===== src/rtl/prio_encoder_stream.sv =====
// Streaming priority encoder. It captures an N-bit request vector, then emits
// the index of every set bit, one per accepted beat, in priority order.
// An all-zero vector produces a single beat flagged with out_zero.
module prio_encoder_stream #(
    parameter  int N         = 8,
    parameter  bit MSB_FIRST = 1'b1,
    localparam int W         = $clog2(N)
) (
    input  logic         clk,
    input  logic         rst_n,
    input  logic         in_valid,
    output logic         in_ready,
    input  logic [N-1:0] in_vec,
    output logic         out_valid,
    input  logic         out_ready,
    output logic [W-1:0] out_idx,
    output logic         out_last,
    output logic         out_zero
);

    typedef enum logic {
        IDLE,
        EMIT
    } state_t;

    localparam logic [N-1:0] ONE = {{(N-1){1'b0}}, 1'b1};

    state_t         state_q, state_d;
    logic [N-1:0]   pending_q, pending_d;
    logic [W-1:0]   idx_c;
    logic [N-1:0]   clear_mask;
    logic           single_bit;
    logic           is_zero;

    // Pick the highest-priority set bit of the pending vector. The scan runs
    // toward the priority end so the last hit wins; zero pending gives index 0.
    always_comb begin
        idx_c = '0;
        if (MSB_FIRST) begin
            for (int i = 0; i < N; i++) begin
                if (pending_q[i]) idx_c = W'(i);
            end
        end else begin
            for (int i = N - 1; i >= 0; i--) begin
                if (pending_q[i]) idx_c = W'(i);
            end
        end
    end

    // One-hot mask of the bit being emitted, used to retire it on transfer.
    for (genvar gi = 0; gi < N; gi++) begin : gen_clear
        assign clear_mask[gi] = (idx_c == W'(gi));
    end

    assign is_zero    = (pending_q == '0);
    assign single_bit = ((pending_q & (pending_q - ONE)) == '0);

    // Outputs depend only on registered state and pending bits.
    always_comb begin
        in_ready  = (state_q == IDLE);
        out_valid = (state_q == EMIT);
        out_idx   = idx_c;
        out_last  = (state_q == EMIT) && single_bit;
        out_zero  = (state_q == EMIT) && is_zero;
    end

    // Next-state: capture in IDLE, retire one bit per accepted beat in EMIT.
    always_comb begin
        state_d   = state_q;
        pending_d = pending_q;
        if (state_q == IDLE) begin
            if (in_valid) begin
                pending_d = in_vec;
                state_d   = EMIT;
            end
        end else begin
            if (out_ready) begin
                pending_d = pending_q & ~clear_mask;
                if (out_last) state_d = IDLE;
            end
        end
    end

    // State and pending registers; reset abandons any beat in flight.
    always_ff @(posedge clk or negedge rst_n) begin
        if (!rst_n) begin
            state_q   <= IDLE;
            pending_q <= '0;
        end else begin
            state_q   <= state_d;
            pending_q <= pending_d;
        end
    end

endmodule

===== config.mk =====
export PLATFORM = sky130hd
export DESIGN_NAME = prio_encoder_stream
export DESIGN_NICKNAME = d
export VERILOG_FILES = /design/src/rtl/prio_encoder_stream.sv
export SDC_FILE = /design/constraint.sdc
export NUM_CORES = 1
export LEC_CHECK = 0
export ABC_CLOCK_PERIOD_IN_PS = 1800
export CAP_MARGIN = 20
export CELL_PAD_IN_SITES_DETAIL_PLACEMENT = 0
export CELL_PAD_IN_SITES_GLOBAL_PLACEMENT = 1
export CORE_UTILIZATION = 33
export CTS_CLUSTER_DIAMETER = 40
export DETAILED_ROUTE_END_ITERATION = 8
export GPL_ROUTABILITY_DRIVEN = 0
export PLACE_DENSITY_LB_ADDON = 0.1
export SLEW_MARGIN = 20
export SYNTH_ARGS = -nofsm -noshare
export SYNTH_HDL_FRONTEND = slang
export SYNTH_SLANG_ARGS = --single-unit

===== constraint.sdc =====
create_clock -name clk -period 1.8 [get_ports clk]
set_clock_uncertainty 0.05 [all_clocks]
set_input_delay 0.18 -clock clk [delete_from_list [all_inputs] [get_ports clk]]
set_output_delay 0.18 -clock clk [all_outputs]
set_load 0.05 [all_outputs]

==> results.json, run 1 <==
{
  "status": "finished with violations",
  "violations": "negative setup slack",
  "ys_types": 33,
  "final-seq-area_um2": 229.0,
  "syn_to_final_growth_pct": 56.48,
  "cp-startpoint": "pending_q[4]$_DFFE_PN0P_",
  "core_mm2": 0.001783,
  "drt-initial-drc-count": 18,
  "grt_usage": 0.1961,
  "final_nets": 110,
  "clockBufferDepth": 2,
  "rr_startpoint": "pending_q[7]$_DFFE_PN0P_",
  "synth_nets": 81,
  "clock_latency_ps": 270,
  "dpl-instance-area_um2": 943.4,
  "fin_area_mm2": 0.001012,
  "ys_ff_latch": 9,
  "cts_hold_buf": 0,
  "cts-root-buf": "clkbuf_4",
  "ys_warn_count": 0,
  "critical_path_class": "flop to output pin",
  "cts_tree": "yes",
  "dieWidth_um": 46.28,
  "period_minus_slack_ps": 2058,
  "utilization": 0.5677,
  "dieArea_mm2": 0.002141,
  "cts_num_sinks": 9,
  "floorplan.initialDensity": 0.3628,
  "rsz0062_at_grt": "true",
  "maxCapViolCount": 0,
  "grt_pass1_wl_um": 2849,
  "ant_nets": 0,
  "arrival_ps": 1830,
  "grt_max_degree": 20,
  "path_max_fanout": 5,
  "dr.pass1.iters": 4,
  "cts_htree_levels": 1,
  "end_kind": "output pin",
  "r2r_setup_slack_ps": 100,
  "fin_ws_ps": -258.2,
  "avgSynthCellArea_um2": 9.375,
  "portBuffers": 18,
  "rows": 15,
  "overflow": 0,
  "multi_input_area_um2": 411.6,
  "num_antenna_cells": 0,
  "clk_pin_slew_ps": 70,
  "drv_slew": 0,
  "fill_cells": 167,
  "fmax_mhz": 485.9,
  "num_io_pins": 19,
  "worst_pin_slew_ps": 495.1,
  "routed_wl_um": 1768,
  "cp_data_required_time_ps": 1570,
  "grt_pass1_vias": 573,
  "synthesis.area_um2": 646.9,
  "drive_gt1_frac": 0.3505,
  "finalSetupViolCount": 2,
  "finalHoldViolations": 0,
  "num_vias": 643,
  "drc": 0,
  "start_kind": "flop",
  "hold_slack_ps": 171.3,
  "syn_inst": 69,
  "finalCritPeriodShare": 1.143,
  "hp-class": "input pin to asynchronous set/reset pin",
  "antenna_found_initial": 0,
  "fp.dieH_um": 46.28,
  "cts_inserted_buffers": 3,
  "ys_seq_area_frac": 0.3482,
  "hpwl_um": 1276,
  "relSlewSlack": 0.6669,
  "wl_per_cell_um": 14.49,
  "viasPerCell": 5.270
}
[stage by stage]
| step | setup slack, ps | TNS, ps | instances |
|---|---|---|---|
| finish | -258.2 | -355.1 | 122 |
| global route | -331.1 | -660.4 | 122 |
| CTS | -269.1 | -386.9 | 119 |
| detailed placement | 32.62 | 0 | 115 |
| global placement | 50.60 | 0 | 115 |
| floorplan | 32.72 | 0 | 69 |
[final cells by class]
cell class,instances,area share
sequential,9,0.2262
timing repair buffer,29,0.2917
inverter,4,0.01854
clock buffer,4,0.02596
multi-input combinational,51,0.4067
tap,25,0.03090
[state kept, by name, indices dropped and copies added (netlist names)]
register / cells
pending_q: 8
out_valid: 1
[cell usage in the layout (no fill, tap or decap), types with 2 or more instances in the layout]
master / n
a21oi_1: 2
clkdlybuf4s50_1: 11
nor2_1: 7
o21bai_1: 2
o21ai_0: 3
a21oi_2: 2
dfrtp_2: 3
a31o_1: 2
nand2_1: 3
clkbuf_4: 3
buf_4: 14
dfrtp_1: 6
mux2i_1: 7
buf_12: 4
inv_1: 3
[Yosys cell counts]
| cell | instances | area share |
|---|---|---|
| dfrtp_1 | 9 | 0.35 |
| nor2_1 | 8 | 0.046 |
| mux2i_1 | 7 | 0.11 |
| a21oi_1 | 4 | 0.031 |
| inv_1 | 4 | 0.023 |
| nand2_1 | 3 | 0.017 |
| o21ai_0 | 3 | 0.023 |
| a31o_1 | 2 | 0.027 |
| buf_2 | 2 | 0.015 |
| clkbuf_1 | 2 | 0.012 |
| o21bai_1 | 2 | 0.023 |
| o31ai_1 | 2 | 0.023 |
| a2111o_1 | 1 | 0.017 |
| a2111oi_4 | 1 | 0.043 |
| a32o_1 | 1 | 0.015 |
| and4_1 | 1 | 0.014 |
| buf_6 | 1 | 0.017 |
| maj3_1 | 1 | 0.015 |
| nand2b_1 | 1 | 0.0097 |
| nand3_1 | 1 | 0.0077 |
| nand4_1 | 1 | 0.0097 |
| nor4_1 | 1 | 0.0097 |
| o211a_1 | 1 | 0.015 |
| o211ai_1 | 1 | 0.012 |
| o21ai_1 | 1 | 0.0077 |
| o22ai_1 | 1 | 0.0097 |
| o311ai_0 | 1 | 0.014 |
| o311ai_1 | 1 | 0.014 |
| o41ai_2 | 1 | 0.025 |
| or2_1 | 1 | 0.0097 |
| or2_2 | 1 | 0.0097 |
| or3_1 | 1 | 0.0097 |
| or4_4 | 1 | 0.017 |
[metal layers]
layer | GRT usage | share of wire
met2 | 0.2676 | 0.45
met1 | 0.2936 | 0.49
met3 | 0.02353 | 0.043
met4 | 0.1059 | 0.016
met5 | 0 | 0
[critical path, stage by stage (launching register included)]
cell and delay (ps):
dfrtp_2 440, or4_4 530, o41ai_4 250, o211a_4 210
buf_12 130
[cell families after synthesis]
kind of cell / count (synthesis) / share of synthesized area
AOI/OAI and AO/OA: 23 / 0.2998
buffers and inverters: 9 / 0.06770
and+or+nand+nor: 20 / 0.1606
DFF: 9 / 0.3482
muxes: 7 / 0.1083
adders and majority gates: 1 / 0.01547
[path summary, 6_finish.rpt]
| kind | depth (start not counted) | to |
|---|---|---|
| max in group asynchronous | 1 | out_valid$_DFF_PN0_ |
| min in group clk | 2 | pending_q[6]$_DFFE_PN0P_ |
| max reg2reg | 4 | pending_q[2]$_DFFE_PN0P_ |
| max | 4 | out_last |
| min reg2reg | 2 | pending_q[0]$_DFFE_PN0P_ |
| min | 1 | pending_q[7]$_DFFE_PN0P_ |
[timing repair]
item | 4_1_cts | 5_1_grt
cloned | 0 | 0
buffers inserted | 0 | 3
endpoints found under the setup margin | 3 | 5
gates resized for setup | 3 | 2
pin swaps | 0 | 1
Power of run 1 is not shown: default switching activity piles up to over one toggle a cycle in this logic, so the estimate is an artifact.
==> inputs of run 2 (changes only) <==
Settings changed: SETUP_SLACK_MARGIN from default to 0.5.
==> run 2 against run 1 <==
  * The flow still finishes with violations (negative setup slack)
  * Non-clock buffer count rose by 8
  * Register-to-register slack got worse by 50 ps
  * Count of clock-buffer cells in the layout unchanged
  * Critical endpoint unchanged
  * Largest cell class unchanged
  * Highest routed layer is now met3
==> results.json, run 2 (synthesized netlist as in run 1, its figures left out) <==
{
  "num_antenna_cells": 0,
  "rr_worst_depth": 5,
  "viasPerCell": 5.292,
  "multi_input_area_um2": 521.8,
  "finalHoldViolations": 0,
  "grt_pass1_wl_um": 3029,
  "r2r_setup_slack_ps": 50,
  "period_minus_slack_ps": 2055,
  "hp-class": "input pin to asynchronous set/reset pin",
  "dieArea_mm2": 0.002141,
  "cts_htree_levels": 1,
  "cts_tree": "yes",
  "wl_per_cell_um": 15.64,
  "drc": 0,
  "ant_nets": 0,
  "rr_startpoint": "pending_q[3]$_DFFE_PN0P_",
  "final_nets": 118,
  "cp_data_required_time_ps": 1570,
  "final-seq-area_um2": 232.7,
  "end_kind": "output pin",
  "cts_hold_buf": 0,
  "arrival_ps": 1820,
  "critPathSlowestCell": "or4_4",
  "hpwl_um": 1287,
  "finalSetupViolCount": 2,
  "critical_path_class": "flop to output pin",
  "rows": 15,
  "drt-initial-drc-count": 8,
  "fin_cells": 130,
  "drv_slew": 0,
  "fill_cells": 140,
  "crit_family": "simple AND/OR/NAND/NOR gates",
  "largest_register": "pending_q",
  "core_mm2": 0.001783,
  "overflow": 0,
  "grt_usage": 0.2075,
  "num_io_pins": 19,
  "rsz0062_at_grt": "true",
  "fmax_mhz": 486.6,
  "portBuffers": 18,
  "fp.dieH_um": 46.28,
  "max_stage_delay_ps": 560,
  "placed_cells": 116,
  "largest_register_ffs": 8,
  "clockBufferDepth": 2,
  "dpl-instance-area_um2": 975.9,
  "clock_latency_ps": 270,
  "dr.pass1.iters": 4,
  "cts_inserted_buffers": 3,
  "final_cell_mix": "12 x buf_4, 11 x clkdlybuf4s50_1, 7 x mux2i_1, 6 x buf_6",
  "fin_ws_ps": -254.9,
  "start_kind": "flop",
  "finalCritPeriodShare": 1.142,
  "cts_num_sinks": 9,
  "utilization": 0.6961,
  "layout_commonest_cell": "buf_4",
  "status": "finished with violations",
  "violations": "negative setup slack",
  "critical_path_depth": 4,
  "syn_to_final_growth_pct": 91.88,
  "path_max_fanout": 2,
  "reg2reg_to": "out_valid$_DFF_PN0_",
  "cts-root-buf": "clkbuf_4",
  "dieWidth_um": 46.28,
  "relSlewSlack": 0.6972,
  "fin_area_mm2": 0.001241,
  "grt_max_degree": 12,
  "maxCapViolCount": 0,
  "drive_gt1_frac": 0.5619,
  "worst_pin_slew_ps": 452.8,
  "num_vias": 688,
  "antenna_found_initial": 0,
  "floorplan.initialDensity": 0.3628,
  "crit_buf_inv": 1,
  "grt_pass1_vias": 672,
  "routed_wl_um": 2033,
  "hold_slack_ps": 175.3,
  "cp_cell_sequence": "or4_4 -> o41ai_4 -> o211a_4 -> buf_12",
  "clk_pin_slew_ps": 60
}
run 2: cell types whose count changed in the layout (fill, tap and decap cells not counted), sizes merged:
cell  before  now
buf       18   26
run 2: repair_timing:
item / CTS / global route
pin swaps: 6 / 6
buffers inserted: 7 / 3
gates resized for setup: 21 / 20
endpoints found under the setup margin: 13 / 14
run 2: per-stage QoR:
step | TNS (ps) | setup slack [ps]
after detailed placement | 0 | 13.77
after global placement | 0 | 25.10
final | -284.4 | -254.9
after global routing | -363.8 | -284.7
after floorplan | 0 | 43.89
after CTS | -252.3 | -252.3
run 2: metal layers:
layer | vias to the layer above | GRT usage | part of all wire
li1 | 330 | - | -
met1 | 339 | 0.2172 | 0.39
met2 | 19 | 0.3887 | 0.56
met3 | 0 | 0.08235 | 0.046
met4 | 0 | 0.03529 | 0
met5 | - | 0 | 0
run 2: area by class of cell:
cell class / count / area share
Inverter: 4 / 0.01714
Timing Repair Buffer: 37 / 0.3286
Sequential cell: 9 / 0.1875
Tap cell: 25 / 0.02520
Multi-Input combinational cell: 51 / 0.4204
Clock buffer: 4 / 0.02117
run 2: worst max-delay path by stage:
stage / start / end
after floorplan: pending_q[4]$_DFFE_PN0P_ / out_valid$_DFF_PN0_
after global placement: pending_q[3]$_DFFE_PN0P_ / out_last
after detailed placement: pending_q[3]$_DFFE_PN0P_ / out_last
after CTS: pending_q[2]$_DFFE_PN0P_ / out_last
after global routing: pending_q[2]$_DFFE_PN0P_ / out_last
final: pending_q[3]$_DFFE_PN0P_ / out_last
run 2: worst register-to-register path: stages, from the launching register on:
cell and delay [ps]:
dfrtp_1 400, or4_4 560, o41ai_4 230, o211a_4 230, buf_4 110, a21oi_2 40
Power of run 2 is left out for the same reason.
==> inputs of run 3 (changes only) <==
Settings changed: SETUP_SLACK_MARGIN 0.5 to 0.2.
==> run 3 against run 2 <==
  * Maximum frequency shrank 0.84%
  * Via count fell by 3.2%
  * Final cell count is 1.5% lower
  * Routed wire length decreased by 5.9%
  * Global-route usage is 0.99 points lower
  * The run still ends with negative setup slack left
  * Count of clock-buffer cells in the layout did not move
  * Register-to-register slack got worse by 60 ps
  * Utilization shrank 5.1 points
  * Final area shrank 7.3%
  * Sequential cell count is the same
  * Highest routed layer unchanged
  * Critical path type unchanged
==> results.json, run 3 (synthesized netlist as in run 1, its figures left out) <==
{
  "status": "finished with violations",
  "violations": "negative setup slack",
  "cts_tree": "yes",
  "drv_slew": 0,
  "syn_to_final_growth_pct": 77.95,
  "relSlewSlack": 0.6919,
  "ant_nets": 0,
  "cts_num_sinks": 9,
  "finalHoldViolations": 0,
  "num_vias": 666,
  "fp.dieH_um": 46.28,
  "cts_htree_levels": 1,
  "crit_buf_inv": 1,
  "critical_path_class": "flop to output pin",
  "largest_register_ffs": 8,
  "finalCritPeriodShare": 1.151,
  "path_max_fanout": 2,
  "cp_cell_sequence": "or4_4 -> o41ai_4 -> o211a_4 -> buf_12",
  "num_io_pins": 19,
  "dieArea_mm2": 0.002141,
  "drive_gt1_frac": 0.4757,
  "final_nets": 116,
  "worst_pin_slew_ps": 462.1,
  "dr.pass1.iters": 4,
  "grt_pass1_vias": 589,
  "rr_worst_depth": 7,
  "cts-root-buf": "clkbuf_4",
  "dieWidth_um": 46.28,
  "overflow": 0,
  "grt_max_degree": 20,
  "largest_register": "pending_q",
  "critical_path_depth": 4,
  "cts_inserted_buffers": 3,
  "core_mm2": 0.001783,
  "fin_ws_ps": -272.3,
  "end_kind": "output pin",
  "maxCapViolCount": 0,
  "grt_pass1_wl_um": 2856,
  "fill_cells": 150,
  "clock_latency_ps": 270,
  "routed_wl_um": 1914,
  "portBuffers": 18,
  "critPathSlowestCell": "or4_4",
  "layout_commonest_cell": "buf_4",
  "hp-class": "input pin to asynchronous set/reset pin",
  "finalSetupViolCount": 5,
  "grt_usage": 0.1976,
  "antenna_found_initial": 0,
  "drt-initial-drc-count": 8,
  "arrival_ps": 1840,
  "period_minus_slack_ps": 2072,
  "num_antenna_cells": 0,
  "clk_pin_slew_ps": 70,
  "fmax_mhz": 482.5,
  "crit_family": "simple AND/OR/NAND/NOR gates",
  "wl_per_cell_um": 14.95,
  "r2r_setup_slack_ps": -10,
  "start_kind": "flop",
  "utilization": 0.6456,
  "hpwl_um": 1266,
  "rsz0062_at_grt": "true",
  "cp_data_required_time_ps": 1570,
  "floorplan.initialDensity": 0.3628,
  "max_stage_delay_ps": 580,
  "final_cell_mix": "14 x buf_4, 11 x clkdlybuf4s50_1, 7 x mux2i_1, 6 x buf_6",
  "rows": 15,
  "clockBufferDepth": 2,
  "drc": 0,
  "viasPerCell": 5.203
}
[run 3: repair_timing]
| action | 4_1_cts | 5_1_grt |
|---|---|---|
| hold buffers | 0 | 0 |
| pin swaps | 4 | 2 |
| endpoints found under the hold margin | 0 | 0 |
| setup buffers | 4 | 3 |
| setup endpoints to repair | 8 | 9 |
| resized for setup | 14 | 12 |
[run 3: final timing paths]
path,to,start
setup / recovery,out_last,pending_q[2]$_DFFE_PN0P_
hold / removal,pending_q[7]$_DFFE_PN0P_,rst_n
setup reg to reg,pending_q[2]$_DFFE_PN0P_,pending_q[4]$_DFFE_PN0P_
hold reg to reg,pending_q[0]$_DFFE_PN0P_,pending_q[0]$_DFFE_PN0P_
max in group asynchronous,pending_q[1]$_DFFE_PN0P_,rst_n
min in group clk,pending_q[5]$_DFFE_PN0P_,in_vec[5]
[run 3: per-layer routing]
| layer | part of all wire | global-route usage | vias up |
|---|---|---|---|
| met1 | 0.49 | 0.2892 | 321 |
| met4 | 0 | 0.07059 | 0 |
| li1 | - | - | 333 |
| met5 | 0 | 0 | - |
| met3 | 0.027 | 0.02353 | 0 |
| met2 | 0.49 | 0.2958 | 12 |
[run 3: per-stage QoR]
stage | cells | hold WS (ps) | setup WS (ps) | setup TNS [ps] | instance area, um^2
floorplan | 69 | -165.6 | 32.88 | 0 | 679.4
global placement | 117 | 480.8 | 73.46 | 0 | 959.7
detailed placement | 117 | 478.0 | 52.65 | 0 | 959.7
CTS | 125 | 190.7 | -236.8 | -306.2 | 1069
global route | 128 | 199.6 | -305.2 | -875.8 | 1151
finish | 128 | 172.2 | -272.3 | -440.0 | 1151
[run 3: layout make-up]
cell class | count | area [um^2] | share of cell area
inverters | 4 | 18.77 | 0.01630
well taps | 25 | 31.28 | 0.02717
multi-input cells | 51 | 481.7 | 0.4185
repair buffers | 35 | 362.8 | 0.3152
clock buffers | 4 | 26.28 | 0.02283
flip-flops and latches | 9 | 230.2 | 0.2000
Power of run 3 is left out for the same reason.
